$ cat src/rtl/nfc_feature_capture_if.sv
// Get Features data-in and result bundle between the command path, the atom generator
// read channel and downstream status logic.
interface nfc_feature_capture_if #(
    parameter int NumberOfWays = 4,
    parameter int FeatureBytes = 4
);
    logic                      iStart;
    logic [NumberOfWays-1:0]   iWaySelect;
    logic [15:0]               iACG_ReadData;
    logic                      iACG_ReadLast;
    logic                      iACG_ReadValid;
    logic                      oACG_ReadReady;
    logic [8*FeatureBytes-1:0] oFeatureData;
    logic [NumberOfWays-1:0]   oFeatureWay;
    logic [2:0]                oFeatureError;
    logic                      oFeatureValid;
    logic                      iFeatureReady;
    logic                      oBusy;

    modport master (
        output iStart, iWaySelect, iACG_ReadData, iACG_ReadLast, iACG_ReadValid, iFeatureReady,
        input  oACG_ReadReady, oFeatureData, oFeatureWay, oFeatureError, oFeatureValid, oBusy
    );

    modport slave (
        input  iStart, iWaySelect, iACG_ReadData, iACG_ReadLast, iACG_ReadValid, iFeatureReady,
        output oACG_ReadReady, oFeatureData, oFeatureWay, oFeatureError, oFeatureValid, oBusy
    );
endinterface

$ cat src/rtl/nfc_feature_capture.sv
// Get Features data-in consumer: packs feature bytes P1..Pn, flags lane/short/timeout errors.
// Optional idle-beat timeout is built only when NFC_FEATURE_TIMEOUT_EN is defined.
module nfc_feature_capture #(
    parameter int NumberOfWays  = 4,
    parameter int FeatureBytes  = 4,
    parameter int TimeoutCycles = 1024
) (
    input  logic                 iSystemClock,
    input  logic                 iReset,
    nfc_feature_capture_if.slave bus
);
    localparam int CW = $clog2(FeatureBytes) + 1;

    localparam logic [1:0] IDLE    = 2'd0;
    localparam logic [1:0] CAPTURE = 2'd1;
    localparam logic [1:0] DRAIN   = 2'd2;
    localparam logic [1:0] HOLD    = 2'd3;

    localparam logic [CW-1:0] LAST_SLOT = CW'(FeatureBytes - 1);

    if (FeatureBytes < 2 || TimeoutCycles < 1) begin : g_param_check
        $error("nfc_feature_capture: FeatureBytes must be >= 2 and TimeoutCycles >= 1");
    end

    logic [1:0]                r_state;
    logic [1:0]                w_next;
    logic [CW-1:0]             r_count;
    logic [8*FeatureBytes-1:0] r_data;
    logic [NumberOfWays-1:0]   r_way;
    logic [2:0]                r_err;
    logic                      r_ready;
    logic                      r_valid;
    logic                      w_beat;
    logic                      w_lane_err;
    logic                      w_timeout;

    assign w_beat     = bus.iACG_ReadValid & r_ready;
    assign w_lane_err = bus.iACG_ReadData[15:8] != bus.iACG_ReadData[7:0];

`ifdef NFC_FEATURE_TIMEOUT_EN
    localparam int IW = $clog2(TimeoutCycles + 1);

    logic [IW-1:0] r_idle;
    logic          w_waiting;

    assign w_waiting = (r_state == CAPTURE) || (r_state == DRAIN);

    // Outside CAPTURE/DRAIN the counter sits at zero, so state entry always starts a fresh count.
    always_ff @(posedge iSystemClock or negedge iReset) begin
        if (!iReset) begin
            r_idle <= '0;
        end else if (w_waiting && !w_beat) begin
            r_idle <= r_idle + 1'b1;
        end else begin
            r_idle <= '0;
        end
    end

    assign w_timeout = w_waiting && !w_beat && (r_idle == IW'(TimeoutCycles - 1));
`else
    assign w_timeout = 1'b0;
`endif

    always_comb begin
        w_next = r_state;
        case (r_state)
            IDLE: begin
                if (bus.iStart) w_next = CAPTURE;
            end
            CAPTURE: begin
                if (w_beat) begin
                    if (r_count == LAST_SLOT) begin
                        w_next = bus.iACG_ReadLast ? HOLD : DRAIN;
                    end else if (bus.iACG_ReadLast) begin
                        w_next = HOLD;
                    end
                end else if (w_timeout) begin
                    w_next = HOLD;
                end
            end
            DRAIN: begin
                if ((w_beat && bus.iACG_ReadLast) || w_timeout) w_next = HOLD;
            end
            HOLD: begin
                if (bus.iFeatureReady) w_next = IDLE;
            end
            default: w_next = IDLE;
        endcase
    end

    // Ready/valid are registered copies of the next state so they line up with the state itself.
    always_ff @(posedge iSystemClock or negedge iReset) begin
        if (!iReset) begin
            r_state <= IDLE;
            r_count <= '0;
            r_data  <= '0;
            r_way   <= '0;
            r_err   <= '0;
            r_ready <= 1'b0;
            r_valid <= 1'b0;
        end else begin
            r_state <= w_next;
            r_ready <= (w_next == CAPTURE) || (w_next == DRAIN);
            r_valid <= (w_next == HOLD);
            case (r_state)
                IDLE: begin
                    if (bus.iStart) begin
                        r_way   <= bus.iWaySelect;
                        r_data  <= '0;
                        r_err   <= '0;
                        r_count <= '0;
                    end
                end
                CAPTURE: begin
                    if (w_beat) begin
                        for (int unsigned k = 0; k < FeatureBytes; k++) begin
                            if (r_count == CW'(k)) r_data[8*k +: 8] <= bus.iACG_ReadData[7:0];
                        end
                        if (w_lane_err) r_err[0] <= 1'b1;
                        if (bus.iACG_ReadLast && (r_count != LAST_SLOT)) r_err[1] <= 1'b1;
                        r_count <= r_count + 1'b1;
                    end else if (w_timeout) begin
                        r_err[2] <= 1'b1;
                    end
                end
                DRAIN: begin
                    if (w_timeout) r_err[2] <= 1'b1;
                end
                default: ;
            endcase
        end
    end

    assign bus.oACG_ReadReady = r_ready;
    assign bus.oFeatureData   = r_data;
    assign bus.oFeatureWay    = r_way;
    assign bus.oFeatureError  = r_err;
    assign bus.oFeatureValid  = r_valid;
    assign bus.oBusy          = (r_state != IDLE);
endmodule
$ cat src/flat_wrapper.sv
// flat-port wrapper written by rule: the top's interface ports become plain ports
module nfc_feature_capture_flat 
#(
    parameter int NumberOfWays  = 4,
    parameter int FeatureBytes  = 4,
    parameter int TimeoutCycles = 1024
)
  (iSystemClock, iReset, bus_iStart, bus_iWaySelect, bus_iACG_ReadData, bus_iACG_ReadLast, bus_iACG_ReadValid, bus_iFeatureReady, bus_oACG_ReadReady, bus_oFeatureData, bus_oFeatureWay, bus_oFeatureError, bus_oFeatureValid, bus_oBusy);
  nfc_feature_capture_if #(.NumberOfWays(NumberOfWays), .FeatureBytes(FeatureBytes)) bus_i ();
  input  logic iSystemClock;
  input  logic iReset;
  input wire logic [$bits(bus_i.iStart)-1:0] bus_iStart;
  input wire logic [$bits(bus_i.iWaySelect)-1:0] bus_iWaySelect;
  input wire logic [$bits(bus_i.iACG_ReadData)-1:0] bus_iACG_ReadData;
  input wire logic [$bits(bus_i.iACG_ReadLast)-1:0] bus_iACG_ReadLast;
  input wire logic [$bits(bus_i.iACG_ReadValid)-1:0] bus_iACG_ReadValid;
  input wire logic [$bits(bus_i.iFeatureReady)-1:0] bus_iFeatureReady;
  output wire logic [$bits(bus_i.oACG_ReadReady)-1:0] bus_oACG_ReadReady;
  output wire logic [$bits(bus_i.oFeatureData)-1:0] bus_oFeatureData;
  output wire logic [$bits(bus_i.oFeatureWay)-1:0] bus_oFeatureWay;
  output wire logic [$bits(bus_i.oFeatureError)-1:0] bus_oFeatureError;
  output wire logic [$bits(bus_i.oFeatureValid)-1:0] bus_oFeatureValid;
  output wire logic [$bits(bus_i.oBusy)-1:0] bus_oBusy;
  assign bus_i.iStart = bus_iStart;
  assign bus_i.iWaySelect = bus_iWaySelect;
  assign bus_i.iACG_ReadData = bus_iACG_ReadData;
  assign bus_i.iACG_ReadLast = bus_iACG_ReadLast;
  assign bus_i.iACG_ReadValid = bus_iACG_ReadValid;
  assign bus_i.iFeatureReady = bus_iFeatureReady;
  assign bus_oACG_ReadReady = bus_i.oACG_ReadReady;
  assign bus_oFeatureData = bus_i.oFeatureData;
  assign bus_oFeatureWay = bus_i.oFeatureWay;
  assign bus_oFeatureError = bus_i.oFeatureError;
  assign bus_oFeatureValid = bus_i.oFeatureValid;
  assign bus_oBusy = bus_i.oBusy;
  nfc_feature_capture #(.NumberOfWays(NumberOfWays), .FeatureBytes(FeatureBytes), .TimeoutCycles(TimeoutCycles)) u_core (.iSystemClock(iSystemClock), .iReset(iReset), .bus(bus_i));
endmodule
$ cat config.mk
export PLATFORM = sky130hd
export DESIGN_NAME = nfc_feature_capture_flat
export DESIGN_NICKNAME = d
export VERILOG_FILES = /design/src/rtl/nfc_feature_capture_if.sv /design/src/rtl/nfc_feature_capture.sv /design/src/flat_wrapper.sv
export SDC_FILE = /design/constraint.sdc
export NUM_CORES = 1
export LEC_CHECK = 0
export CORE_AREA = 2 2 90 92
export CTS_CLUSTER_DIAMETER = 60
export CTS_CLUSTER_SIZE = 20
export DETAILED_ROUTE_END_ITERATION = 10
export DIE_AREA = 0 0 92 94
export GPL_TIMING_DRIVEN = 0
export PLACE_DENSITY = 0.62
export SYNTH_ARGS = -nofsm -noshare
export SYNTH_HDL_FRONTEND = slang
export SYNTH_SLANG_ARGS = --single-unit
$ cat constraint.sdc
create_clock -name iSystemClock -period 1.8 [get_ports iSystemClock]
set_input_delay 0.18 -clock iSystemClock [delete_from_list [all_inputs] [get_ports iSystemClock]]
set_output_delay 0.18 -clock iSystemClock [all_outputs]
set_load 0.02 [all_outputs]
==> results of run 1 <==
-- final cells by class --
cell class	instances	share of cell area
clock inverter	1	0.00276
inverter	11	0.0130
sequential	45	0.355
clock buffer	7	0.0304
tap	102	0.0402
multi-input combinational	135	0.307
timing repair buffer	67	0.212
buffer	16	0.0394
-- layer usage --
metal  global-route usage  share of wire  wire length (um)
met2                0.204           0.45              2470
met1                0.175           0.48              2650
met5                    0              0                 0
met4               0.0373          0.011                63
met3               0.0409          0.062               342
-- layout by cell type (no fill, tap or decap), drive strengths merged --
cell type / n
buf: 18
a21oi: 1
nand4: 7
o211ai: 24
conb: 1
clkdlybuf4s50: 63
clkbuf: 8
nor3b: 1
and2b: 2
dlygate4sd3: 1
o31ai: 1
nor2: 3
nand2b: 4
o2111a: 1
and3b: 1
ha: 6
inv: 12
dfrtp: 45
xnor2: 8
or2: 2
a311oi: 1
nand4b: 1
nand2: 22
o21ai: 36
a31oi: 2
nand3: 11
-- worst reg2reg max path: stages (launching register included) --
cell	delay, ns
dfrtp_2	0.45
ha_1	0.21
ha_1	0.22
nor3b_1	0.15
a311oi_1	0.29
ha_1	0.29
-- power by group through the flow --
| stage | Combinational (mW) | Sequential (mW) | Clock [mW] |
|---|---|---|---|
| floorplan | 1.11 | 2.13 | 0 |
| global placement | 2.66 | 1.72 | 0 |
| detailed placement | 2.69 | 1.72 | 0 |
| CTS | 2.71 | 1.71 | 0.736 |
| global route | 2.89 | 1.79 | 0.762 |
| finish | 2.67 | 1.73 | 0.718 |
-- kinds of logic (layout without fill, tap and decap cells) --
kind of cell	after synthesis	count (layout)	synth area share
other	1	1	0.00167
AOI/OAI and AO/OA	66	66	0.212
DFF	45	45	0.500
and+or+nand+nor	54	54	0.151
buffers and inverters	28	102	0.0706
adders and majority gates	6	6	0.0334
xor gates and xnor gates	8	8	0.0311
-- through the flow --
step / setup TNS, ns / instances / hold WS [ns]
4_1_cts: 0 / 385 / 0.309
6_report: 0 / 384 / 0.268
3_5_place_dp: -0.197 / 376 / 0.0889
2_1_floorplan: 0 / 208 / -0.116
5_1_grt: -0.00352 / 384 / 0.281
3_3_place_gp: -31.04 / 375 / 0.461
-- how the worst max path moves through the flow --
stage | to | from | slack, ns
2_1_floorplan | u_core.bus.oACG_ReadReady | u_core.r_count[0] | 0.17
3_5_place_dp | bus_oBusy | u_core.r_state[0] | -0.14
5_1_grt | bus_oBusy | u_core.r_state[0] | -0.004
4_1_cts | bus_oBusy | u_core.r_state[0] | 0.01
6_report | bus_oBusy | u_core.r_state[0] | 0.06
3_3_place_gp | u_core.bus.oFeatureWay[2] | iReset | -0.69
-- state kept, by name (all words and copies together) (netlist names) --
name                       cells
u_core.bus.oACG_ReadReady      1
u_core.r_state                 2
u_core.bus.oFeatureValid       1
u_core.bus.oFeatureError       2
u_core.bus.oFeatureWay         4
u_core.bus.oFeatureData       32
u_core.r_count                 3
-- timing repair --
item,4_1_cts,5_1_grt
hold endpoints to repair,12,0
buffers inserted,0,0
hold buffers,1,0
pin swaps,0,1
endpoints found under the setup margin,1,2
gates resized for setup,7,4
==> out/metrics.cfg, run 1 <==
[placed_design]
preCtsSetupSlack_ns=-0.136
dpl.hpwl_um=4220
gp_congestion=0.732
port_buffers=65
placed_area_sq_um=3040

[pwr]
irDropWorstVdd_v=0.000705
p_sw_mw=2.12
p_leak_nw=1.32
combPwrFrac=0.521
p_int_mw=3.00
swShare=0.414
powerDensity_nw_per_um2=1610
sequentialPowerShare=0.338
p_total_mw=5.12
clkPwrFrac=0.140

[cts]
clock-sinks=45
cts-buffers-inserted=5
cts_tree=yes
clk_latency_ns=0.30
ctsHtreeMaxLevel=2
root_buffer=clkbuf_8
cts_buffer_depth=2
clk_pin_slew_ns=0.09

[die]
dieArea_sq_um=8650
dieHeight_um=94
die_width_um=92
core_sq_um=7610
start_util=0.296
num_rows=32
ioPinCount=68

[logic_synthesis]
ys_ff_latch=45
ys.flop_type=dfrtp_1
avgSynthCellArea_sq_um=10.8
synthesis.area_sq_um=2250
syn_inst=208
ys_types=33
yosys-top-cells-count=dfrtp_1, nand2_1, o21ai_1
synthTopCellsByArea=dfrtp_1, o211ai_1, o21ai_1
yosysTopAreaCell=dfrtp_1
yosysMostFrequentCell=dfrtp_1
synth_nets=240
synth_edf_count=0
yosysTopAreaCellShare=0.500
async_reset_ff_frac=1.00
yosys_warnings=0
yosysSeqAreaShare=0.500

[finish]
area_growth_pct=41.0
num_antenna_cells=0
multiInputGateArea_sq_um=975
ff_latch_area_sq_um=1130
layout-drive-gt1-share=0.181
num-fill-cells=771
final_net_count=313
fin_util=0.417
design_area_sq_um=3170

[setup_path]
worst_path_most_repeated_cell=buf_6
worstSetupPathType=flip-flop to output port
r2r_slack_ns=0.08
cp_slowest_stage_delay_ns=0.48
end_kind=output port
crit_chain=buf_6, buf_6, or2_2, buf_4
slowest_stage=dfrtp_1
critPathBufInv=3
cp.arrival_ns=1.56
r2r-end=u_core.bus.oACG_ReadReady
cp.required_ns=1.62
regToRegStartpoint=u_core.r_count[0]
reg2regPathDepth=5
cp_num_cells=4
start_kind=flip-flop
critical-path-top-delay-family=buffers and inverters
critPathMaxFanout=10

[grt]
antenna_found_initial=0
grt_use_total=0.131
grt_pass1_wl_um=8800
grt_max_degree=34
first_global_vias=1708
grt_overflow=0

[drt]
drtIter0Drc=77
vias=1783
wl_per_cell_um=14.4
antenna_left=0
vias_per_cell=4.64
dr.pass1.iters=4
wl_um=5530
drcViolationCount=0

[sta]
fin_ws_ns=0.0635
min_period_over_period=0.965
period_minus_slack_ns=1.74
rsz0062_at_grt=yes
setup_viol=0
drv_slew=0
hold_viol=0
fin_worst_skew_ns=0.00384
clock.fmax_ghz=0.576

[status]
status=complete, no violations

[worst_hold_path]
holdCritStartpoint=bus_iACG_ReadValid
hold-path-endpoint=u_core.r_count[0]
hp-class=input port to flip-flop
whs_path_depth=3

[flow_run]
maxCapViolations=0

No activity file was read; power rests on OpenSTA's default activity.
==> inputs of run 2 (changes only) <==
--- a/config.mk
+++ b/config.mk
@@ -11,6 +11,7 @@
 export DETAILED_ROUTE_END_ITERATION = 10
 export DIE_AREA = 0 0 92 94
 export GPL_TIMING_DRIVEN = 0
+export HOLD_SLACK_MARGIN = 0.12
 export PLACE_DENSITY = 0.62
 export SYNTH_ARGS = -nofsm -noshare
 export SYNTH_HDL_FRONTEND = slang
==> results of run 2 <==
The final DEF is identical to that of run 1; final timing and power are the same.
==> inputs of run 3 (changes only) <==
--- a/config.mk
+++ b/config.mk
@@ -5,11 +5,11 @@
 export SDC_FILE = /design/constraint.sdc
 export NUM_CORES = 1
 export LEC_CHECK = 0
-export CORE_AREA = 2 2 90 92
+export CORE_AREA = 5 5 93 95
 export CTS_CLUSTER_DIAMETER = 60
 export CTS_CLUSTER_SIZE = 20
 export DETAILED_ROUTE_END_ITERATION = 10
-export DIE_AREA = 0 0 92 94
+export DIE_AREA = 0 0 98 100
 export GPL_TIMING_DRIVEN = 0
 export HOLD_SLACK_MARGIN = 0.12
 export PLACE_DENSITY = 0.62
==> run 3 against run 2 <==
Compared with the run above: clock skew is 0.0051 ns higher; wire length is 7.5% higher; first-iteration DRC count is 17% lower; critical path depth stayed put; critical endpoint unchanged; highest routed layer unchanged.
==> out/metrics.cfg, run 3 (synthesized netlist as in run 1, its figures left out) <==
[finish]
design_area_sq_um=3170  ; -0.12%
num-fill-cells=744  ; -3.5%
area_growth_pct=40.9
layout_common_cells=clkdlybuf4s50_1, dfrtp_1, nand2_1
largest_reg_flops=32  ; unchanged
num_antenna_cells=0  ; unchanged
final_net_count=313  ; unchanged
final_common_cell=clkdlybuf4s50_1
layout-drive-gt1-share=0.181  ; +0.000644

[flow_run]
maxCapViolations=0  ; unchanged

[sta]
fin_ws_ns=0.0545  ; -0.00900 ns
fin_worst_skew_ns=0.00889  ; +0.00505 ns
clock.fmax_ghz=0.573  ; -0.52%
min_period_over_period=0.970  ; +0.00500
drv_slew=0  ; unchanged
hold_viol=0  ; unchanged
hold-worst-slack_ns=0.277  ; +0.00901 ns
period_minus_slack_ns=1.75  ; +0.00900 ns
rsz0062_at_grt=no
setup_viol=0  ; unchanged
tns_ns=0  ; unchanged

[setup_path]
start_kind=flip-flop
reg2regPathDepth=5  ; unchanged
cp.arrival_ns=1.57  ; about the same
end_kind=output port
worstSetupPathType=flip-flop to output port
cp.required_ns=1.62  ; about the same
critPathMaxFanout=10  ; unchanged

[die]
dieArea_sq_um=9800  ; +13%
core_sq_um=7650  ; +0.53%
ioPinCount=68  ; unchanged
start_util=0.294  ; -0.00155
dieHeight_um=100  ; +6.4%
die_width_um=98  ; +6.5%
num_rows=32  ; unchanged

[grt]
antenna_found_initial=0  ; unchanged
grt_use_total=0.127  ; -0.00327
use_met3=0.0410  ; +0.0000697
first_global_vias=1888  ; +11%
grtUsageMet1=0.172  ; -0.00298
top_usage_layer=met2
grt_overflow=0  ; unchanged
grtUsageMet2=0.197  ; -0.00719
grt_max_degree=34  ; unchanged
grt_pass1_wl_um=10000  ; +14%

[cts]
cts_setup_buffers=0  ; unchanged
root_buffer=clkbuf_8
ctsHtreeMaxLevel=2  ; unchanged
cts_buffer_depth=2  ; unchanged
clk_pin_slew_ns=0.09  ; about the same
clk_latency_ns=0.30  ; about the same
cts-buffers-inserted=5  ; unchanged
clock-sinks=45  ; unchanged
cts_tree=yes

[drt]
vias_per_cell=4.64  ; about the same
vias=1778  ; -0.28%
drtIter0Drc=64  ; -17%
dr.pass1.iters=4  ; unchanged
antenna_left=0  ; unchanged
drcViolationCount=0  ; unchanged
wl_um=5950  ; +7.5%
wl_per_cell_um=15.5  ; +7.8%

[worst_hold_path]
hp-class=input port to flip-flop
whs_path_depth=3  ; unchanged

[pwr]
irDropWorstVdd_v=0.000563  ; -20%
p_leak_nw=1.31  ; -0.57%
powerDensity_nw_per_um2=1610  ; -0.42%
p_total_mw=5.09  ; -0.53%

[status]
status=complete, no violations

[placed_design]
dpl.hpwl_um=4520  ; +7.3%
gp_congestion=0.758  ; +3.6%
port_buffers=65  ; unchanged
preCtsSetupSlack_ns=-0.188  ; -0.0519 ns
placed_area_sq_um=3040  ; unchanged

-- run 3: cell types whose count changed in the layout (fill, tap and decap cells not counted), sizes merged --
cell,change
inv,-1
clkbuf,-1
clkinv,+1
-- run 3: what timing repair did --
item | CTS | global route
resized for setup | 11 | 5
hold endpoints to repair | 45 | 0
endpoints found under the setup margin | 2 | 2
pin swaps | 0 | 1
hold buffers | 1 | 0
-- run 3: layout make-up --
cell class,count,area (sq um),area share
Inverter,11,41.3,0.0130
Clock inverter,1,8.76,0.00276
Sequential cell,45,1130,0.356
Multi-Input combinational cell,135,986,0.311
Timing Repair Buffer,67,673,0.212
Buffer,16,134,0.0422
Tap cell,102,128,0.0403
Clock buffer,6,72.6,0.0229
-- run 3: path summary, 6_finish.rpt --
kind | startpoint | endpoint | slack [ns]
worst max-delay path | u_core.r_state[0] | bus_oBusy | 0.05
worst min-delay path | bus_iACG_ReadValid | u_core.r_count[0] | 0.28
worst max register to register | u_core.r_count[0] | u_core.bus.oACG_ReadReady | 0.11
worst min register to register | u_core.bus.oFeatureWay[1] | u_core.bus.oFeatureWay[1] | 0.49
max in group asynchronous | iReset | u_core.r_state[0] | 1.01
min in group asynchronous | iReset | u_core.bus.oFeatureData[7] | 0.30
-- run 3: worst max-delay path, stage by stage, from the launching register on --
cell,delay [ns]
dfrtp_2,0.49
buf_6,0.17
buf_12,0.15
or2_2,0.30
buf_4,0.16
-- run 3: per-stage QoR --
stage | std cells | utilization
4_1_cts | 384 | 0.412
6_report | 383 | 0.415
5_1_grt | 383 | 0.415
2_1_floorplan | 208 | -
3_5_place_dp | 376 | 0.398
3_3_place_gp | 375 | 0.396
-- run 3: routing by layer --
layer  vias up  wire, um
li1        879         -
met1       841      2840
met2        53      2690
met3         5       361
met4         0        58
met5         -         0
-- run 3: report_power, final --
group,internal [mW],switching (mW)
logic,1.24,1.49
registers,1.43,0.306
clock network,0.270,0.356
